==> config.mk <==
export PLATFORM = sky130hd
export DESIGN_NAME = riscv_run_ctrl
export DESIGN_NICKNAME = d
export VERILOG_FILES = /design/src/rtl/riscv_run_ctrl.sv
export SDC_FILE = /design/constraint.sdc
export NUM_CORES = 1
export LEC_CHECK = 0
export BUFFER_PORTS_ARGS = -buffer_cell sky130_fd_sc_hd__buf_2
export CAP_MARGIN = 10
export CORE_UTILIZATION = 56
export DETAILED_ROUTE_END_ITERATION = 7
export PLACE_DENSITY = 0.81
export SLEW_MARGIN = 0
export SYNTH_ARGS = -nofsm -noshare
export SYNTH_HDL_FRONTEND = slang
export SYNTH_SLANG_ARGS = --single-unit
==> constraint.sdc <==
create_clock -name clk_i -period 4.15 [get_ports clk_i]
set_input_delay 0.415 -clock clk_i [delete_from_list [all_inputs] [get_ports clk_i]]
set_output_delay 0.415 -clock clk_i [all_outputs]
set_load 0.02 [all_outputs]
==> src/rtl/riscv_run_ctrl.sv <==
`default_nettype none
// ============================================================================
// Module   : riscv_run_ctrl
// Purpose  : Run control for the riscv core. Generates the core's active-low
//            reset (held for ResetCycles after reset or RESET_CORE) and its
//            clock enable, and handles RUN/HALT/STEP/RESET_CORE commands,
//            PC breakpoints, a retired-instruction timeout, and saturating
//            cycle/retired counters.
// Ports    : clk_i, rst_i (async, active-low)
//            cmd_valid_i/cmd_i/cmd_ready_o   command handshake
//            bp_we_i/bp_idx_i/bp_addr_i/bp_en_i  breakpoint slot write
//            pc_i                              core PC
//            core_rst_o, core_en_o             core reset / clock enable
//            state_o, halted_o, halt_cause_o   status
//            cycle_cnt_o, retired_cnt_o        counters
// Revision : 1.0  initial release
// ============================================================================
module riscv_run_ctrl #(
    parameter int RegBits        = 32,
    parameter int NumBreakpoints = 2,
    parameter int ResetCycles    = 4,
    parameter int CounterBits    = 32,
    parameter int MaxCycles      = 0,
    parameter int AutoRun        = 1,
    localparam int IdxBits       = (NumBreakpoints > 1) ? $clog2(NumBreakpoints) : 1
) (
    input  logic                   clk_i,
    input  logic                   rst_i,
    input  logic                   cmd_valid_i,
    input  logic [1:0]             cmd_i,
    output logic                   cmd_ready_o,
    input  logic                   bp_we_i,
    input  logic [IdxBits-1:0]     bp_idx_i,
    input  logic [RegBits-1:0]     bp_addr_i,
    input  logic                   bp_en_i,
    input  logic [RegBits-1:0]     pc_i,
    output logic                   core_rst_o,
    output logic                   core_en_o,
    output logic [1:0]             state_o,
    output logic                   halted_o,
    output logic [1:0]             halt_cause_o,
    output logic [CounterBits-1:0] cycle_cnt_o,
    output logic [CounterBits-1:0] retired_cnt_o
);

    typedef enum logic [1:0] {
        ST_RESET    = 2'b00,
        ST_HALTED   = 2'b01,
        ST_RUNNING  = 2'b10,
        ST_STEPPING = 2'b11
    } state_e;

    localparam logic [1:0] CMD_RUN       = 2'd0;
    localparam logic [1:0] CMD_HALT      = 2'd1;
    localparam logic [1:0] CMD_STEP      = 2'd2;
    localparam logic [1:0] CMD_RESETCORE = 2'd3;

    localparam logic [1:0] CAUSE_NONE = 2'b00;
    localparam logic [1:0] CAUSE_CMD  = 2'b01;
    localparam logic [1:0] CAUSE_BP   = 2'b10;
    localparam logic [1:0] CAUSE_TO   = 2'b11;

    localparam int                     HoldBits = $clog2(ResetCycles + 1);
    localparam logic [HoldBits-1:0]    HoldInit = HoldBits'(ResetCycles);
    localparam logic [HoldBits-1:0]    HoldLast = HoldBits'(1);
    localparam logic [CounterBits-1:0] CntMax   = '1;
    localparam logic [CounterBits-1:0] CntOne   = CounterBits'(1);
    localparam logic [CounterBits-1:0] MaxCnt   = CounterBits'(MaxCycles);

    state_e                   state_q, state_d;
    logic [HoldBits-1:0]      hold_q, hold_d;
    logic                     skip_q, skip_d;
    logic                     core_rst_q, core_rst_d;
    logic [1:0]               cause_q, cause_d;
    logic [CounterBits-1:0]   cycle_q, cycle_d;
    logic [CounterBits-1:0]   retired_q, retired_d;
    logic [RegBits-1:0]       bp_addr_q [NumBreakpoints];
    logic [RegBits-1:0]       bp_addr_d [NumBreakpoints];
    logic [NumBreakpoints-1:0] bp_en_q, bp_en_d;

    logic bp_hit;
    logic timeout;
    logic cmd_acc;
    logic enter_reset;

    always_comb begin
        bp_hit = 1'b0;
        for (int i = 0; i < NumBreakpoints; i++) begin
            if (bp_en_q[i] && (bp_addr_q[i] == pc_i)) begin
                bp_hit = 1'b1;
            end
        end
    end

    assign timeout     = (MaxCycles != 0) && (retired_q >= MaxCnt);
    assign cmd_ready_o = (state_q == ST_HALTED) || (state_q == ST_RUNNING);
    assign cmd_acc     = cmd_valid_i && cmd_ready_o;

    // skip lets a RUN issued while parked on a breakpoint PC execute it once.
    assign core_en_o = (state_q == ST_STEPPING) ||
                       ((state_q == ST_RUNNING) && !(bp_hit && !skip_q) && !timeout);

    always_comb begin
        state_d     = state_q;
        hold_d      = hold_q;
        skip_d      = skip_q;
        core_rst_d  = core_rst_q;
        cause_d     = cause_q;
        enter_reset = 1'b0;
        cycle_d     = (core_rst_q && (cycle_q != CntMax)) ? cycle_q + CntOne : cycle_q;
        retired_d   = (core_en_o && (retired_q != CntMax)) ? retired_q + CntOne : retired_q;

        bp_addr_d = bp_addr_q;
        bp_en_d   = bp_en_q;
        if (bp_we_i) begin
            for (int i = 0; i < NumBreakpoints; i++) begin
                if (bp_idx_i == IdxBits'(i)) begin
                    bp_addr_d[i] = bp_addr_i;
                    bp_en_d[i]   = bp_en_i;
                end
            end
        end

        case (state_q)
            ST_RESET: begin
                if (hold_q <= HoldLast) begin
                    core_rst_d = 1'b1;
                    skip_d     = 1'b0;
                    cause_d    = CAUSE_NONE;
                    state_d    = (AutoRun != 0) ? ST_RUNNING : ST_HALTED;
                end else begin
                    hold_d = hold_q - HoldLast;
                end
            end
            ST_HALTED: begin
                if (cmd_acc) begin
                    case (cmd_i)
                        CMD_RUN: begin
                            state_d = ST_RUNNING;
                            skip_d  = 1'b1;
                            cause_d = CAUSE_NONE;
                        end
                        CMD_STEP: begin
                            state_d = ST_STEPPING;
                            cause_d = CAUSE_NONE;
                        end
                        CMD_RESETCORE: enter_reset = 1'b1;
                        default: ;
                    endcase
                end
            end
            ST_RUNNING: begin
                skip_d = 1'b0;
                // Priority: RESET_CORE > breakpoint > timeout > HALT.
                if (cmd_acc && (cmd_i == CMD_RESETCORE)) begin
                    enter_reset = 1'b1;
                end else if (bp_hit && !skip_q) begin
                    state_d = ST_HALTED;
                    cause_d = CAUSE_BP;
                end else if (timeout) begin
                    state_d = ST_HALTED;
                    cause_d = CAUSE_TO;
                end else if (cmd_acc && (cmd_i == CMD_HALT)) begin
                    state_d = ST_HALTED;
                    cause_d = CAUSE_CMD;
                end
            end
            ST_STEPPING: begin
                state_d = ST_HALTED;
                cause_d = CAUSE_CMD;
            end
            default: state_d = ST_RESET;
        endcase

        if (enter_reset) begin
            state_d    = ST_RESET;
            hold_d     = HoldInit;
            core_rst_d = 1'b0;
            skip_d     = 1'b0;
            cause_d    = CAUSE_NONE;
            cycle_d    = '0;
            retired_d  = '0;
        end
    end

    always_ff @(posedge clk_i or negedge rst_i) begin
        if (!rst_i) begin
            state_q    <= ST_RESET;
            hold_q     <= HoldInit;
            skip_q     <= 1'b0;
            core_rst_q <= 1'b0;
            cause_q    <= CAUSE_NONE;
            cycle_q    <= '0;
            retired_q  <= '0;
            bp_en_q    <= '0;
            for (int i = 0; i < NumBreakpoints; i++) begin
                bp_addr_q[i] <= '0;
            end
        end else begin
            state_q    <= state_d;
            hold_q     <= hold_d;
            skip_q     <= skip_d;
            core_rst_q <= core_rst_d;
            cause_q    <= cause_d;
            cycle_q    <= cycle_d;
            retired_q  <= retired_d;
            bp_en_q    <= bp_en_d;
            bp_addr_q  <= bp_addr_d;
        end
    end

    assign core_rst_o    = core_rst_q;
    assign state_o       = state_q;
    assign halted_o      = (state_q == ST_HALTED);
    assign halt_cause_o  = cause_q;
    assign cycle_cnt_o   = cycle_q;
    assign retired_cnt_o = retired_q;

endmodule
`default_nettype wire

==> key figures, run 1 <==
Layout
  – Area of all placed cells without fillers: 0.008832 mm2
  – Number of fillers in the final layout: 957
  – Layout area overhead: 19.42%
  – Count of placed standard cells in the final layout, fillers left out: 1015
  – NumNets Final: 910
  – Share of post-route cells with drive strength above 1: 31.95%
  – Core Util, Final: 69.14%

Setup path
  – Data required, critical path: 3.73 ns
  – Capture point of the worst reg-to-reg path: retired_cnt_o[29]
  – CP Capture Point: core_en_o
  – Launch instance of the worst register-to-register path: retired_cnt_o[21]
  – Setup slack of the worst register-to-register path: 1.24 ns
  – Critical Setup Path Class: reg -> out
  – Worst-path fanout max: 41
  – Worst reg-to-reg path cell count: 8
  – Type of element launching the critical path: register
  – Endpoint arrival time on the critical path: 2.72 ns
  – Worst setup path startpoint: bp_addr_q[47]
  – CP Capture Type: output pin

CTS
  – H-tree depth: 4
  – Clock transition time at the flip-flop clock pins of the worst setup and hold paths: 0.06 ns
  – Number of gates given a new drive strength after cts: 0
  – Post-CTS setup buffers: 0
  – Cell at the root of the clock tree: clkbuf_16
  – Largest buffer count on any clock path: 2
  – TritonCTS sink count: 139
  – CTS buffer count: 17
  – CTS tree: yes
  – Hold buffer count at CTS: 0
  – Clock latency on the worst-skew pair: 0.43 ns

Timing
  – Slew of the pin with the lowest slew margin: 1.050 ns
  – Final worst-path setup slack: 1.017 ns
  – Max-slew violations: 0
  – Number of failing setup endpoints in the final timing report: 0
  – Final worst path period share: 75.49%
  – Clock period minus final worst setup slack: 3.133 ns
  – Total negative setup slack: 0 ns
  – Worst clock skew: 0.007822 ns
  – Setup repair after global routing missed its margin: no
  – Relative slew margins: 30.01%
  – Highest achievable clock rate: 0.3192 GHz
  – Final hold vios: 0
  – Worst slack on hold paths: 0.09036 ns

Power
  – Worst VDD drop: 0.3013 mV
  – Pwr/cell area: 678.8 mW/mm2
  – Power, Total: 5.995 mW
  – Leakage power total: 3.805 nW

Die
  – Y dimension of the die: 116.9 um
  – CORE AREA: 0.01277 mm2
  – Die footprint: 0.01367 mm2
  – Top Ports: 144
  – Std cell rows: 41
  – Initial core utilization: 57.90%
  – Die outline width: 116.9 um

Synth
  – Instance count of the mapped netlist: 690
  – Number of enable flip-flop cells after synthesis: 0
  – Sequential element share of the synthesized area: 47.05%
  – Synth Cell Area: 0.007396 mm2
  – Syn_nets: 770
  – Unique masters post-synth: 51
  – Mean Syn Cell Area: 10.72 um2
  – Proportion of register bits with asynchronous set or reset after synthesis: 100.0%
  – Most used flip-flop cell after synthesis: dfrtp_1
  – Number of warnings printed during yosys synthesis: 0
  – FF+latch count, synth: 139

Routing
  – Detailed-routing wirelength on met1: 7372 um
  – Highest routed metal layer: met4
  – Via count of the routed design: 6071
  – Post-DR vias/cell: 5.981
  – Number of antenna-violating nets in the routed design: 0
  – Per-cell routed wire length: 18.16 um
  – Total iterations of the first detailed-routing run: 5
  – Remaining design rule violation count: 0
  – Iteration-0 DRC Markers: 563
  – Wire length reported by the detailed router: 18430 um
  – Length of routed met3 wiring: 1257 um
  – Total met2 wirelength after detailed routing: 9276 um

Placed design
  – Number of buffers added on ports: 143
  – Routability Congestion: 0.8827
  – Detail Placement HPWL: 13060 um
  – DP Worst Slack: 1.239 ns
  – Total instance count after detailed placement: 983
  – DP Area: 0.008207 mm2

GRT
  – GR Overflow Total: 0
  – Antenna violations before repair: 1
  – Via count of the first global-routing pass: 5999
  – Global Route Usage Sum: 28.88%
  – Maximum number of pins on one net before global-route repair: 115
  – First-pass GRT wire length: 29700 um

Flow run
  – Number of maximum-capacitance constraint violations: 0

Min path
  – Type of the worst min-delay path: in -> async

Outcome
  – Outcome: completed
[layout make-up]
type | instances | area, um2 | share of cell area (%)
Multi-Input combinational cell | 514 | 3707 | 41.97
Clock buffer | 25 | 515.5 | 5.837
Clock inverter | 6 | 107.6 | 1.218
Timing Repair Buffer | 150 | 774.5 | 8.769
Antenna cell | 1 | 2.502 | 0.02833
Tap cell | 172 | 215.2 | 2.437
Sequential cell | 139 | 3480 | 39.40
Inverter | 8 | 30.03 | 0.3400
[where the power goes]
group / switching (mW) / leakage, nW / internal [mW]
combinational: 1.34 / 1.79 / 0.795
clock: 0.564 / 0.305 / 1.04
sequential: 0.471 / 1.71 / 1.79
total: 2.38 / 3.81 / 3.62
[cells in the mapped netlist (2+ instances only)]
master | n | area, um2
dfrtp_1 | 138 | 3453
xnor2_1 | 68 | 595.6
mux2_2 | 67 | 754.5
nor2_1 | 47 | 176.4
nand2_1 | 42 | 157.7
nand4_1 | 42 | 262.8
nand3_1 | 30 | 150.1
xor2_1 | 29 | 254.0
a21oi_1 | 25 | 125.1
or4_1 | 16 | 120.1
o21ai_0 | 15 | 75.07
o31ai_1 | 15 | 112.6
or3_1 | 15 | 93.84
clkbuf_1 | 13 | 48.80
and3_1 | 12 | 75.07
nor3_1 | 11 | 55.05
a21oi_2 | 10 | 87.58
and2_1 | 10 | 62.56
and4_1 | 8 | 70.07
ha_1 | 8 | 100.1
inv_1 | 8 | 30.03
nor4_1 | 6 | 37.54
buf_1 | 5 | 18.77
buf_2 | 5 | 25.02
buf_12 | 4 | 80.08
o21ai_1 | 4 | 20.02
mux2i_1 | 3 | 30.03
nor2b_1 | 3 | 18.77
nor4_2 | 3 | 37.54
nand2b_1 | 2 | 12.51
nand4b_1 | 2 | 17.52
nor4b_1 | 2 | 17.52
nor4bb_1 | 2 | 20.02
o21ai_2 | 2 | 17.52
or2_2 | 2 | 12.51
[sequential cells by signal, indices dropped and copies added, names as in the netlist]
signal	cells
halt_cause_o	2
core_rst_o	1
state_o	2
cycle_cnt_o	32
bp_addr_q	64
retired_cnt_o	32
bp_en_q	2
hold_q	3
skip_q	1
[metal layers]
layer | track usage [%] | vias up
met5 | 0 | -
met4 | 13.59 | 0
met3 | 7.621 | 51
met2 | 47.69 | 248
met1 | 35.46 | 3002
li1 | - | 2770
[cell families (layout without fill, tap and decap cells)]
| group | after synthesis | after routing | share of synthesized area (%) |
|---|---|---|---|
| simple gates | 259 | 259 | 19.61 |
| flops | 139 | 139 | 47.05 |
| xor+xnor | 97 | 97 | 11.49 |
| compound gates | 80 | 80 | 6.936 |
| mux | 70 | 70 | 10.61 |
| buf+inv | 37 | 189 | 2.961 |
| fa+ha+maj | 8 | 8 | 1.353 |
| other cells | 0 | 1 | 0 |
[worst min-delay path by stage]
stage | to | slack (ns) | cells after the start
floorplan | bp_addr_q[0] | 0.12 | 0
global placement | hold_q[1] | 0.50 | 2
detailed placement | bp_addr_q[10] | 0.52 | 1
CTS | retired_cnt_o[13] | 0.19 | 1
global route | bp_addr_q[11] | 0.22 | 1
finish | retired_cnt_o[13] | 0.09 | 1
[placed cells by master, fill, tap and decap left out, types with 17 or more instances in the layout]
| cell | count |
|---|---|
| nand3_1 | 30 |
| dfrtp_1 | 138 |
| a21oi_1 | 25 |
| mux2_2 | 67 |
| clkbuf_16 | 17 |
| nand2_1 | 42 |
| buf_2 | 142 |
| nor2_1 | 46 |
| nand4_1 | 42 |
| xnor2_1 | 68 |
| xor2_1 | 29 |
[critical path: stages, from the launching register on]
cell and delay (ns):
dfrtp_1 0.41, xor2_1 0.17, or4_1 0.54, nor4_1 0.35, nand4_1 0.13, nand2_1 0.11, buf_4 0.34, inv_1 0.07
buf_2 0.16
(Power assumes the default switching activity.)
==> inputs of run 2 (changes only) <==
Clock period 4.15 ns to 3 ns, I/O delays scaled along.
==> key figures, run 2 (synthesis results as in run 1) <==
Setup path
  – Worst path cell trace: xor2_1 -> or4_1 -> nor4_2 -> nand4_1 -> nand2_1 -> buf_12 -> inv_1 -> buf_2
  – Cell family with most CP delay: simple AND/OR/NAND/NOR gates
  – Type of element launching the critical path: register
  – Worst-path fanout max: 33 (-20%)
  – Cell count along the critical path: 8 (unchanged)
  – CP Capture Type: output pin
  – Data required, critical path: 2.70 ns (-1.03 ns)
  – CP Capture Point: core_en_o
  – Worst setup path startpoint: bp_addr_q[47]
  – Largest stage delay on the critical path: 0.56 ns (+0.02 ns)
  – Endpoint arrival time on the critical path: 2.57 ns (-0.15 ns)
  – Setup slack of the worst register-to-register path: 0.57 ns (-0.67 ns)
  – Worst reg-to-reg path cell count: 7 (-1)
  – Launch instance of the worst register-to-register path: state_o[0]
  – Capture point of the worst reg-to-reg path: halt_cause_o[0]
  – Worst path buffer plus inverter count: 3 (unchanged)
  – Critical-path top delay cell: or4_1
  – Critical Setup Path Class: reg -> out

GRT
  – Via count of the first global-routing pass: 6040 (+0.68%)
  – GR Overflow Total: 0 (unchanged)
  – Global Route Usage Sum: 28.29% (-0.58 points)
  – First-pass GRT wire length: 29340 um (-1.2%)
  – Antenna violations before repair: 5 (+4)
  – Maximum number of pins on one net before global-route repair: 78 (-32%)

CTS
  – Cell at the root of the clock tree: clkbuf_16
  – Clock latency on the worst-skew pair: 0.42 ns (about the same)
  – TritonCTS sink count: 139 (unchanged)
  – Largest buffer count on any clock path: 2 (unchanged)
  – H-tree depth: 4 (unchanged)
  – Clock transition time at the flip-flop clock pins of the worst setup and hold paths: 0.06 ns (about the same)
  – Post-CTS setup buffers: 0 (unchanged)
  – CTS buffer count: 17 (unchanged)
  – CTS tree: yes

Routing
  – Post-DR vias/cell: 5.949 (-0.54%)
  – Highest routed metal layer: met5
  – Number of antenna-violating nets in the routed design: 0 (unchanged)
  – Total iterations of the first detailed-routing run: 5 (unchanged)
  – Wire length reported by the detailed router: 18730 um (+1.6%)
  – Via count of the routed design: 6080 (+0.15%)
  – Length of routed met3 wiring: 1150 um (-8.5%)
  – Detailed-routing wirelength on met1: 7512 um (+1.9%)
  – Total met2 wirelength after detailed routing: 9590 um (+3.4%)
  – Remaining design rule violation count: 0 (unchanged)
  – Iteration-0 DRC Markers: 503 (-11%)
  – Per-cell routed wire length: 18.33 um (+0.91%)

Timing
  – Highest achievable clock rate: 0.3481 GHz
  – Worst clock skew: 0.01038 ns (+0.002554 ns)
  – Final worst path period share: 95.77%
  – Max-slew violations: 0 (unchanged)
  – Number of failing setup endpoints in the final timing report: 0 (unchanged)
  – Slew of the pin with the lowest slew margin: 0.7559 ns (-0.2940 ns)
  – Setup repair after global routing missed its margin: no
  – Final hold vios: 0 (unchanged)
  – Total negative setup slack: 0 ns (unchanged)
  – Worst slack on hold paths: 0.1265 ns (+0.03615 ns)
  – Relative slew margins: 49.61% (+20 points)
  – Clock period minus final worst setup slack: 2.873 ns

Layout
  – NumNets Final: 913 (+0.33%)
  – Flip-flop count of the largest register after layout: 64 (unchanged)
  – Commonest cells after routing, fill and taps aside: buf_2, dfrtp_1, xnor2_1
  – Layout area overhead: 21.76%
  – Most common library cell in the layout ignoring fill and taps: buf_2
  – Share of post-route cells with drive strength above 1: 32.15% (+0.20 points)
  – Top reg by flops: bp_addr_q

Die
  – Die outline width: 116.9 um (unchanged)
  – Top Ports: 144 (unchanged)
  – Std cell rows: 41 (unchanged)
  – Die footprint: 0.01367 mm2 (unchanged)
  – Y dimension of the die: 116.9 um (unchanged)
  – CORE AREA: 0.01277 mm2 (unchanged)
  – Initial core utilization: 57.90% (unchanged)

Min path
  – Type of the worst min-delay path: in -> reg
  – Hold path startpoint: bp_addr_i[24]

Power
  – Combinational cell fraction of total power: 34.8% (-0.8 points)
  – Internal power: 5.389 mW (+49%)
  – Clock share of power: 29.3% (+2.6 points)
  – Switching power: 3.339 mW (+40%)
  – Pwr/cell area: 969.2 mW/mm2 (+43%)
  – Worst VDD drop: 0.4584 mV (+52%)
  – Sequential group share of total power: 35.9% (-1.8 points)
  – Fraction of power spent switching nets: 38.26% (-1.4 points)
  – Leakage power total: 3.870 nW (+1.7%)

Placed design
  – Routability Congestion: 0.9362 (+6.1%)
  – Number of buffers added on ports: 143 (unchanged)
  – Detail Placement HPWL: 13090 um (+0.26%)

Flow run
  – Number of maximum-capacitance constraint violations: 0 (unchanged)

Outcome
  – Outcome: completed
## run 2: area by class of cell
cell class / count / area [um2]
well taps: 172 / 215.2
clock inverters: 11 / 264.0
multi-input cells: 514 / 3714
repair buffers: 153 / 842.1
clock buffers: 21 / 450.4
diodes: 4 / 10.01
flip-flops and latches: 139 / 3480
inverters: 8 / 30.03
fillers: 929 / 3769
## run 2: how the worst min path moves through the flow
stage	slack, ns	cells after the start	to
after global placement	0.38	1	retired_cnt_o[14]
after detailed placement	0.38	1	retired_cnt_o[13]
final	0.13	2	bp_addr_q[56]
after CTS	0.11	2	bp_addr_q[28]
after floorplan	0.004	0	bp_addr_q[0]
after global routing	0.12	2	bp_addr_q[56]
## run 2: worst register-to-register path, cell delays in order (launching register included)
cell	delay, ns
dfrtp_1	0.41
inv_1	0.10
ha_1	0.35
nand4_1	0.26
nor2_4	0.18
buf_4	0.61
nor2_1	0.12
mux2_2	0.28
## run 2: per-stage QoR
step	power (mW)	cells	util (%)	setup slack, ns	cell area [um2]
finish	8.728	1022	70.50	0.1270	9005
global route	9.205	1021	70.48	0.01986	9002
CTS	8.664	1017	70.17	0.08868	8964
detailed placement	6.081	984	64.50	0.5246	8239
global placement	5.909	984	64.50	0.5519	8239
floorplan	5.159	690	-	0.6902	7396
## run 2: metal layers
metal / track usage (%) / vias to the layer above
li1: - / 2792
met1: 33.23 / 3011
met2: 48.95 / 236
met3: 6.694 / 37
met4: 13.59 / 4
met5: 0 / -
## run 2: power groups by stage
stage	logic (mW)	registers, mW	clock network (mW)
after global routing	3.33	3.21	2.67
after CTS	2.96	3.12	2.58
after detailed placement	2.94	3.14	0
after floorplan	1.64	3.52	0
final	3.04	3.14	2.56
after global placement	2.84	3.07	0
## run 2: repair_timing
item / in CTS / in global routing
resized for setup: 0 / 1
hold buffers: 1 / 0
hold endpoints to repair: 75 / 0
setup endpoints to repair: 0 / 1
==> inputs of run 3 (changes only) <==
Settings changed: CTS_BUF_LIST set to sky130_fd_sc_hd__clkbuf_4.
==> key figures, run 3 (synthesis results as in run 1) <==
Die
  – Std cell rows: 41 (unchanged)
  – Initial core utilization: 57.90% (unchanged)
  – CORE AREA: 0.01277 mm2 (unchanged)
  – Die outline width: 116.9 um (unchanged)
  – Y dimension of the die: 116.9 um (unchanged)
  – Die footprint: 0.01367 mm2 (unchanged)
  – Top Ports: 144 (unchanged)

Timing
  – Total negative setup slack: 0 ns (unchanged)
  – Highest achievable clock rate: 0.3564 GHz (+2.4%)
  – Max-slew violations: 0 (unchanged)
  – Relative slew margins: 48.98% (-0.63 points)
  – Slew of the pin with the lowest slew margin: 0.7653 ns (+0.009430 ns)
  – Final worst path period share: 93.52% (-2.2 points)
  – Final hold vios: 0 (unchanged)
  – Worst clock skew: 0.02254 ns (+0.01217 ns)
  – Clock period minus final worst setup slack: 2.806 ns (-0.06739 ns)
  – Setup repair after global routing missed its margin: no
  – Number of failing setup endpoints in the final timing report: 0 (unchanged)
  – Final worst-path setup slack: 0.1943 ns (+0.06739 ns)

GRT
  – Global Route Usage Sum: 28.77% (+0.48 points)
  – First-pass GRT wire length: 29850 um (+1.7%)
  – Via count of the first global-routing pass: 6121 (+1.3%)
  – GR Overflow Total: 0 (unchanged)
  – Maximum number of pins on one net before global-route repair: 78 (unchanged)
  – Antenna violations before repair: 3 (-2)

CTS
  – TritonCTS sink count: 139 (unchanged)
  – CTS buffer count: 17 (unchanged)
  – Clock transition time at the flip-flop clock pins of the worst setup and hold paths: 0.12 ns (+0.06 ns)
  – Cell at the root of the clock tree: clkbuf_4
  – Clock latency on the worst-skew pair: 0.56 ns (+0.14 ns)
  – CTS tree: yes
  – Largest buffer count on any clock path: 2 (unchanged)
  – H-tree depth: 4 (unchanged)

Placed design
  – Routability Congestion: 0.9362 (unchanged)
  – DP Worst Slack: 0.5246 ns (unchanged)
  – Total instance count after detailed placement: 984 (unchanged)
  – DP Area: 0.008239 mm2 (unchanged)
  – Detail Placement HPWL: 13090 um (unchanged)
  – Number of buffers added on ports: 143 (unchanged)

Layout
  – Area of all placed cells without fillers: 0.009090 mm2 (+0.94%)
  – Top reg by flops: bp_addr_q
  – Count of placed standard cells in the final layout, fillers left out: 1056 (+3.3%)
  – Share of post-route cells with drive strength above 1: 31.63% (-0.52 points)
  – Most common library cell in the layout ignoring fill and taps: buf_2
  – Commonest cells after routing, fill and taps aside: buf_2, dfrtp_1, xnor2_1
  – Core Util, Final: 71.16% (+0.67 points)
  – Layout area overhead: 22.91%
  – NumNets Final: 949 (+3.9%)
  – Flip-flop count of the largest register after layout: 64 (unchanged)

Setup path
  – CP Capture Type: output pin
  – Type of element launching the critical path: register
  – Critical Setup Path Class: reg -> out
  – Worst-path fanout max: 17 (-48%)
  – Endpoint arrival time on the critical path: 2.51 ns (-0.06 ns)
  – Data required, critical path: 2.70 ns (about the same)

Routing
  – Post-DR vias/cell: 5.918 (-0.53%)
  – Iteration-0 DRC Markers: 419 (-17%)
  – Remaining design rule violation count: 0 (unchanged)
  – Number of antenna-violating nets in the routed design: 0 (unchanged)
  – Via count of the routed design: 6249 (+2.8%)
  – Total iterations of the first detailed-routing run: 5 (unchanged)
  – Per-cell routed wire length: 18.01 um (-1.7%)
  – Wire length reported by the detailed router: 19020 um (+1.5%)

Min path
  – Type of the worst min-delay path: in -> reg

Power
  – Worst VDD drop: 0.3791 mV (-17%)
  – Pwr/cell area: 882.7 mW/mm2 (-8.9%)
  – Leakage power total: 3.911 nW (+1.1%)

Outcome
  – Outcome: completed

Flow run
  – Number of maximum-capacitance constraint violations: 0 (unchanged)
==> run 3: critical path: stages, from the launching register on <==
cell and delay, ns:
dfrtp_1 0.42, xor2_1 0.16, or4_1 0.56, nor4_2 0.18
nand4_1 0.14, nand2_2 0.14, buf_12 0.16, inv_1 0.04
buf_2 0.15
==> run 3: area by class of cell <==
| type | count | area, um2 |
|---|---|---|
| clock inverter | 12 | 267.8 |
| sequential | 139 | 3480 |
| multi-input combinational | 514 | 3722 |
| fill | 920 | 3684 |
| inverter | 8 | 30.03 |
| clock buffer | 20 | 150.1 |
| tap | 172 | 215.2 |
| antenna | 2 | 5.005 |
| timing repair buffer | 189 | 1220 |
==> run 3: final timing paths <==
check	from	end	slack, ns	depth (start not counted)
worst max-delay path	bp_addr_q[47]	core_en_o	0.19	8
worst min-delay path	cmd_i[1]	skip_q	0.15	3
worst max register to register	state_o[0]	retired_cnt_o[11]	0.55	9
worst min register to register	hold_q[1]	hold_q[1]	0.52	2
max in group asynchronous	rst_i	bp_addr_q[48]	1.88	3
min in group asynchronous	rst_i	retired_cnt_o[15]	0.30	2
==> run 3: timing repair <==
| action | in CTS | in global routing |
|---|---|---|
| resized for setup | 2 | 1 |
| setup endpoints to repair | 1 | 1 |
| pin swaps | 0 | 3 |
| hold buffers | 34 | 0 |
| cloned | 1 | 1 |
| setup buffers | 0 | 2 |
| endpoints found under the hold margin | 141 | 0 |
==> run 3: power breakdown <==
part / leakage, nW / switching, mW / internal [mW] / total, mW
Combinational: 1.99 / 1.90 / 1.29 / 3.19
Clock: 0.211 / 0.693 / 1.02 / 1.72
Sequential: 1.71 / 0.659 / 2.46 / 3.12
==> run 3: per-stage QoR <==
step / hold WS [ns] / power [mW]
after floorplan: 0.004409 / 5.159
after global placement: 0.3752 / 5.909
after detailed placement: 0.3790 / 6.081
after CTS: 0.1158 / 7.936
after global routing: 0.1295 / 8.501
final: 0.1536 / 8.024
==> run 3: metal layers <==
layer	part of all wire, %	wire length, um	vias to the layer above	track usage, %
met4	2.9	558	0	13.59
met1	40	7544	3066	33.25
met3	6.6	1263	47	7.467
li1	-	-	2864	-
met5	0	0	-	0
met2	51	9649	272	50.02
